`config.mk`:
```
export PLATFORM = sky130hd
export DESIGN_NAME = serial_pattern_scan_ctrl
export DESIGN_NICKNAME = d
export VERILOG_FILES = /design/src/rtl/serial_pattern_scan_ctrl.sv
export SDC_FILE = /design/constraint.sdc
export NUM_CORES = 1
export LEC_CHECK = 0
export ABC_AREA = 1
export CORE_AREA = 2 2 68 70
export DETAILED_ROUTE_END_ITERATION = 8
export DIE_AREA = 0 0 70 72
export PLACE_DENSITY = 0.64
export SLEW_MARGIN = 10
export SYNTH_ARGS = -nofsm -noshare
export SYNTH_HDL_FRONTEND = slang
export SYNTH_SLANG_ARGS = --single-unit
export TNS_END_PERCENT = 1
```
`constraint.sdc`:
```
create_clock -name clock -period 3.7 [get_ports clock]
set_clock_uncertainty 0.15 [all_clocks]
set_input_delay 0.74 -clock clock [delete_from_list [all_inputs] [get_ports clock]]
set_output_delay 0.74 -clock clock [all_outputs]
set_load 0.02 [all_outputs]
```
`src/rtl/serial_pattern_scan_ctrl.sv`:
```
// Serializes each accepted word LSB-first through a dual-pattern overlapping detector
// and reports per-word saturating hit counts over a valid/ready result handshake.
module serial_pattern_scan_ctrl #(
    parameter int WORD_W = 8,
    parameter int PAT_W  = 4,
    parameter int CNT_W  = 4
) (
    input  logic              clock,
    input  logic              reset,
    input  logic              in_valid,
    output logic              in_ready,
    input  logic [WORD_W-1:0] in_word,
    input  logic [PAT_W-1:0]  pat_a,
    input  logic [PAT_W-1:0]  pat_b,
    output logic              bit_valid,
    output logic              bit_out,
    output logic              hit_a,
    output logic              hit_b,
    output logic              out_valid,
    input  logic              out_ready,
    output logic [CNT_W-1:0]  count_a,
    output logic [CNT_W-1:0]  count_b
);

    localparam int IDX_W  = (WORD_W > 1) ? $clog2(WORD_W) : 1;
    localparam int FILL_W = $clog2(PAT_W + 1);
    localparam int HIST_W = PAT_W - 1;

    typedef enum logic [1:0] {
        IDLE,
        SHIFT,
        REPORT
    } ScanState;

    ScanState          state;
    ScanState          nextState;

    logic [WORD_W-1:0] wordReg;
    logic [PAT_W-1:0]  patAReg;
    logic [PAT_W-1:0]  patBReg;
    logic [HIST_W-1:0] histReg;
    logic [FILL_W-1:0] fillCnt;
    logic [IDX_W-1:0]  bitIdx;
    logic [CNT_W-1:0]  cntA;
    logic [CNT_W-1:0]  cntB;

    logic [PAT_W-1:0]  window;
    logic              windowFull;
    logic              matchA;
    logic              matchB;
    logic              lastBit;
    logic              accept;

    // The word register shifts right, so the bit under scan is always bit 0.
    assign window     = {histReg, wordReg[0]};
    assign windowFull = (fillCnt >= FILL_W'(PAT_W - 1));
    assign matchA     = windowFull && (window == patAReg);
    assign matchB     = windowFull && (window == patBReg);
    assign lastBit    = (bitIdx == IDX_W'(WORD_W - 1));
    assign accept     = in_valid && in_ready;

    // State register.
    always_ff @(posedge clock) begin
        if (reset) begin
            state <= IDLE;
        end else begin
            state <= nextState;
        end
    end

    // Next-state logic.
    always_comb begin
        nextState = state;
        case (state)
            IDLE:    if (in_valid)  nextState = SHIFT;
            SHIFT:   if (lastBit)   nextState = REPORT;
            REPORT:  if (out_ready) nextState = IDLE;
            default: nextState = IDLE;
        endcase
    end

    // Outputs are forced to zero while reset is held, even before the first clock edge.
    always_comb begin
        in_ready  = 1'b0;
        bit_valid = 1'b0;
        bit_out   = 1'b0;
        hit_a     = 1'b0;
        hit_b     = 1'b0;
        out_valid = 1'b0;
        count_a   = '0;
        count_b   = '0;
        if (!reset) begin
            count_a = cntA;
            count_b = cntB;
            case (state)
                IDLE: in_ready = 1'b1;
                SHIFT: begin
                    bit_valid = 1'b1;
                    bit_out   = wordReg[0];
                    hit_a     = matchA;
                    hit_b     = matchB;
                end
                REPORT: out_valid = 1'b1;
                default: in_ready = 1'b0;
            endcase
        end
    end

    // Datapath: inputs are captured on accept so upstream may change them freely afterwards.
    always_ff @(posedge clock) begin
        if (reset) begin
            wordReg <= '0;
            patAReg <= '0;
            patBReg <= '0;
            histReg <= '0;
            fillCnt <= '0;
            bitIdx  <= '0;
            cntA    <= '0;
            cntB    <= '0;
        end else if (accept) begin
            wordReg <= in_word;
            patAReg <= pat_a;
            patBReg <= pat_b;
            histReg <= '0;
            fillCnt <= '0;
            bitIdx  <= '0;
            cntA    <= '0;
            cntB    <= '0;
        end else if (state == SHIFT) begin
            wordReg <= wordReg >> 1;
            histReg <= window[HIST_W-1:0];
            bitIdx  <= bitIdx + 1'b1;
            if (fillCnt != FILL_W'(PAT_W)) begin
                fillCnt <= fillCnt + 1'b1;
            end
            if (matchA && (cntA != '1)) begin
                cntA <= cntA + 1'b1;
            end
            if (matchB && (cntB != '1)) begin
                cntB <= cntB + 1'b1;
            end
        end
    end

endmodule
```
==> results of run 1 <==
-- metal layers --
layer  wire (um)  global-route usage (%)
met5           0                       0
met4         108                   9.188
met3         141                   3.472
met2        1683                   26.67
met1        1917                   21.39
-- synthesized netlist by cell type --
master / instances
nand2_1: 103
inv_1: 47
dfxtp_1: 35
nor2_1: 34
nand4_1: 10
a31oi_1: 7
ha_1: 7
o21ai_0: 7
o21ai_1: 6
a21oi_1: 4
buf_2: 4
nand3_1: 4
inv_2: 3
xor2_1: 3
buf_4: 2
clkbuf_1: 2
o21bai_1: 2
xnor2_1: 2
a211oi_2: 1
nand2_2: 1
nor2_2: 1
nor2_4: 1
o32ai_1: 1
or2_2: 1
-- path summary, 6_finish.rpt --
| kind | startpoint | to | slack [ns] | depth (start not counted) |
|---|---|---|---|---|
| setup reg to reg | fillCnt[0] | cntA[2] | 1.98 | 9 |
| hold / removal | wordReg[4] | wordReg[4] | 0.32 | 2 |
| hold reg to reg | wordReg[4] | wordReg[4] | 0.32 | 2 |
| setup / recovery | fillCnt[0] | hit_a | 0.63 | 9 |
-- report_power, final --
part           internal, W  switching [W]  total [W]
clock network     0.000125       0.000129   0.000254
registers         0.000404      0.0000182   0.000422
logic            0.0000752       0.000118   0.000193
-- layout make-up --
class | count | area, um^2
multi-input cells | 195 | 923.4
repair buffers | 36 | 352.8
inverters | 50 | 187.7
fillers | 453 | 1962
flip-flops and latches | 35 | 700.7
clock buffers | 6 | 72.57
well taps | 52 | 65.06
-- critical path: cells and delay by family, from the launching register on --
family	cells	cell delay [ns]
buf+inv	1	0.60
simple gates	6	0.63
fa+ha+maj	2	0.29
flops	1	0.38
-- state kept, by name, indices dropped and copies added, names as in the netlist --
register,count
wordReg,8
cntA,4
cntB,4
patAReg,4
patBReg,4
bitIdx,3
fillCnt,3
histReg,3
state,2
-- metrics by stage --
stage / hold WS, ns / utilization, % / power, W / cell area [um^2] / setup WS (ns)
3_5_place_dp: 0.3162 / 52.29 / 0.0006250 / 2230 / 0.6638
6_report: 0.3226 / 53.99 / 0.0008695 / 2302 / 0.6288
4_1_cts: 0.3261 / 53.99 / 0.0008837 / 2302 / 0.5877
2_1_floorplan: 0.2910 / - / 0.0005608 / 1854 / 1.302
5_1_grt: 0.3453 / 53.99 / 0.0009266 / 2302 / 0.4060
3_3_place_gp: 0.3056 / 52.29 / 0.0006223 / 2230 / 0.6643
-- kinds of logic (layout without fill, tap and decap cells) --
group	after synthesis	in the layout
and+or+nand+nor	155	155
xor gates and xnor gates	5	5
buffers and inverters	58	92
DFF	35	35
AOI/OAI and AO/OA	28	28
adders and majority gates	7	7
==> results.py, run 1 <==
metrics = {
    "setup_path": {
        "worstPathCellList": "ha_1 -> ha_1 -> nor2_1 -> nand2_1 -> nand2_1 -> nor2_1 -> nand2_1 -> nor2_1 -> clkdlybuf4s50_1",
        "slowest_stage": "clkdlybuf4s50_1",
        "crit_type": "flop to output pin",
        "endpoint_kind": "output pin",
        "path_max_fanout": 4,
        "critPathLaunchType": "flop",
        "arrival_ns": 2.18,
        "max_stage_delay_ns": 0.60,
        "critPathRequiredTime_ns": 2.81,
    },
    "global_routing": {
        "grt_antenna_before_repair": 0,
        "grt_max_degree": 19,
        "grt_pass1_wl_um": 6734,
        "grtUsageTotal_pct": 16.74,
        "grt-ovfl-total": 0,
        "grt_pass1_vias": 1606,
    },
    "route": {
        "routed_wirelength_um": 3850,
        "drt_iter0_markers": 66,
        "viasPerCell": 4.642,
        "ant_nets": 0,
        "drc_errors": 0,
        "wl_per_cell_um": 10.29,
        "first_pass_iters": 4,
        "num_vias": 1736,
    },
    "finish": {
        "drive_gt1_share_pct": 4.969,
        "mostFrequentLayoutCells": "nand2_1, inv_1, dfxtp_1",
        "area_growth_pct": 24.16,
        "diodes": 0,
        "nets": 350,
        "stdcell_count": 374,
        "layout_commonest_cell": "nand2_1",
    },
    "logic_synthesis": {
        "yosysWarningCount": 0,
        "yosysTopAreaCellShare_pct": 37.79,
        "synth_top_area_cell": "dfxtp_1",
        "synth_cell_types": 24,
        "synth_area_leaders": "dfxtp_1, nand2_1, inv_1",
        "muxShareOfSynthArea_pct": 0,
        "synth_compound_area_share_pct": 8.907,
        "netlist_area_um2": 1854,
        "synth_seq_cells": 35,
        "yosys.area_share.simple_pct": 33.81,
        "synth_top_family_by_area": "simple AND/OR/NAND/NOR gates",
        "synth_nets": 315,
        "ys_seq_area_share_pct": 37.79,
        "synth-adder-area-share_pct": 4.723,
        "syn_avg_cell_area_um2": 6.438,
        "synthXorXnorAreaFrac_pct": 2.362,
        "syn_inst": 288,
    },
    "sta": {
        "rsz0062_at_grt": "false",
        "fin_tns_setup_ns": 0,
        "fin_crit_sh_pct": 83.00,
        "worstMarginPinSlew_ns": 0.3680,
        "max_freq_mhz": 325.6,
        "hold_violations": 0,
        "finalSetupViolCount": 0,
        "slew-limit-headroom_pct": 75.47,
        "min_period_ns": 3.071,
        "drv_slew": 0,
    },
    "run_status": {
        "status": "complete, no violations",
    },
    "cts": {
        "clk_latency_ns": 0.28,
        "ctsRootBufferMaster": "clkbuf_8",
        "cts_made_buffers": 5,
        "cts_tree": "built",
        "cts_resized": 0,
        "clk_pin_slew_ns": 0.07,
        "htree_levels": 2,
        "clock_path_buffers": 2,
        "hold_buffers": 0,
        "cts_sinks": 35,
        "post_cts_buffers": 0,
    },
    "power_and_ir_drop": {
        "cellPowerDensity_nw_per_um2": 377.7,
        "peakVddDrop_mv": 0.1826,
        "power.leakage_nw": 1.041,
    },
    "placed_design": {
        "post-place-cells": 368,
        "gp_congestion": 0.7136,
        "port_buffers": 33,
        "hpwl_um": 2821,
    },
    "job": {
        "maxCapViolCount": 0,
    },
    "floorplanning": {
        "die-width_um": 70,
        "die_h_um": 72,
        "initial_utilization_pct": 43.49,
        "fp-row-count": 24,
        "num_io_pins": 34,
        "design.die.area_um2": 5040,
        "core_um2": 4264,
    },
    "min_path": {
        "hold_path.class": "flop to flop",
    },
}
Note: power is estimated with default switching activity, not from simulation.
==> run 2: changes to the inputs <==
- PLACE_DENSITY: 0.64 -> 0.67
- clock period: 3.7 -> 2.8 ns (I/O delays scaled with it)
==> run 2 against run 1 <==
Net effect: clock-buffer cell count unchanged; combinational power increased by 35%; utilization increased by 1.3 points; worst setup slack got worse by 0.47 ns; via count decreased by 1.3%; register-to-register slack got worse by 0.86 ns; critical path type is now primary input to output pin.
==> results.py, run 2 (synthesized netlist as in run 1, its figures left out) <==
metrics = {
    "sta": {
        "min_period_ns": 2.639,
        "rsz0062_at_grt": "false",
        "slew-limit-headroom_pct": 75.94,
        "finalSetupViolCount": 0,
        "fin_tns_setup_ns": 0,
        "hold_violations": 0,
        "fin_hold_ws_ns": 0.3128,
        "drv_slew": 0,
        "max_freq_mhz": 378.9,
        "worstMarginPinSlew_ns": 0.3600,
        "fin_crit_sh_pct": 94.26,
    },
    "route": {
        "drt_iter0_markers": 76,
        "num_vias": 1714,
        "viasPerCell": 4.534,
        "routed_wirelength_um": 3742,
        "ant_nets": 0,
        "wl_per_cell_um": 9.899,
        "first_pass_iters": 4,
        "drc_errors": 0,
    },
    "floorplanning": {
        "die_h_um": 72,
        "design.die.area_um2": 5040,
        "fp-row-count": 24,
        "core_um2": 4264,
        "initial_utilization_pct": 43.49,
        "num_io_pins": 34,
        "die-width_um": 70,
    },
    "power_and_ir_drop": {
        "cellPowerDensity_nw_per_um2": 546.5,
        "power.leakage_nw": 1.081,
        "peakVddDrop_mv": 0.2812,
    },
    "cts": {
        "clk_pin_slew_ns": 0.07,
        "cts_tree": "built",
        "htree_levels": 2,
        "cts_sinks": 35,
        "clock_path_buffers": 2,
        "post_cts_buffers": 0,
        "cts_made_buffers": 5,
        "hold_buffers": 0,
        "ctsRootBufferMaster": "clkbuf_8",
        "clk_latency_ns": 0.28,
    },
    "global_routing": {
        "grtUsageTotal_pct": 16.45,
        "grt_pass1_vias": 1531,
        "grt-ovfl-total": 0,
        "grt_antenna_before_repair": 0,
        "grt_pass1_wl_um": 6589,
        "grt_max_degree": 18,
    },
    "finish": {
        "largest_reg_flops": 8,
        "stdcell_count": 378,
        "drive_gt1_share_pct": 7.055,
        "regMostFlops": "wordReg",
        "mostFrequentLayoutCells": "nand2_1, inv_1, dfxtp_1",
        "nets": 352,
        "layout_commonest_cell": "nand2_1",
        "diodes": 0,
        "area_growth_pct": 27.19,
    },
    "setup_path": {
        "crit_type": "primary input to output pin",
        "path_max_fanout": 13,
        "arrival_ns": 1.93,
        "endpoint_kind": "output pin",
        "critPathLaunchType": "primary input",
        "critPathRequiredTime_ns": 2.09,
    },
    "job": {
        "maxCapViolCount": 0,
    },
    "placed_design": {
        "hpwl_um": 2771,
        "post-place-cells": 370,
        "port_buffers": 33,
        "gp_congestion": 0.7433,
    },
    "run_status": {
        "status": "complete, no violations",
    },
    "min_path": {
        "hold_path.class": "flop to flop",
    },
}
==> run 2: changes by cell type in the layout (fill, tap and decap cells not counted), sizes merged <==
cell / change
bufinv: +1
dlygate4sd2: +1
clkbuf: +1
buf: +2
clkdlybuf4s50: -2
clkinv: +1
==> run 2: timing repair <==
item / 4_1_cts / 5_1_grt
resized for setup: 2 / 3
endpoints found under the setup margin: 2 / 2
pin swaps: 0 / 0
==> run 2: where the power goes <==
group | internal (W) | switching, W | leakage (nW)
Combinational | 0.000104 | 0.000156 | 0.735
Clock | 0.000288 | 0.000183 | 0.0612
Sequential | 0.000533 | 0.0000241 | 0.285
Total | 0.000925 | 0.000364 | 1.08
==> run 2: metal layers <==
layer | GRT usage (%) | wire (um)
met4 | 9.615 | 77
met2 | 26.35 | 1690
met3 | 3.056 | 148
met1 | 20.88 | 1826
met5 | 0 | 0
==> run 2: per-stage QoR <==
stage                     area, um^2  worst slack, ns  power (W)  utilization, %
after floorplan                 1854           0.6682  0.0007411               -
after global placement          2245           0.1598  0.0008254           52.64
after detailed placement        2245           0.1397  0.0008286           52.64
after CTS                       2360           0.1503   0.001305           55.34
after global routing            2359          0.05112   0.001371           55.31
final                           2359           0.1606   0.001289           55.31
==> run 2: final timing paths <==
kind	startpoint	endpoint	slack, ns	depth (start not counted)
setup / recovery	reset	in_ready	0.16	4
hold / removal	wordReg[7]	wordReg[7]	0.31	2
setup reg to reg	fillCnt[0]	cntA[2]	1.12	9
hold reg to reg	wordReg[7]	wordReg[7]	0.31	2
==> run 2: final cells by class <==
cell class / instances / area (um^2)
Clock buffer: 6 / 82.58
Clock inverter: 2 / 35.03
Fill cell: 443 / 1906
Inverter: 50 / 187.7
Multi-Input combinational cell: 195 / 925.9
Sequential cell: 35 / 700.7
Tap cell: 52 / 65.06
Timing Repair Buffer: 38 / 361.6
==> run 2: worst max-delay path, cell delays in order <==
cell	delay [ns]
clkdlybuf4s50_1	0.42
buf_4	0.19
nor2_2	0.14
clkdlybuf4s50_1	0.61
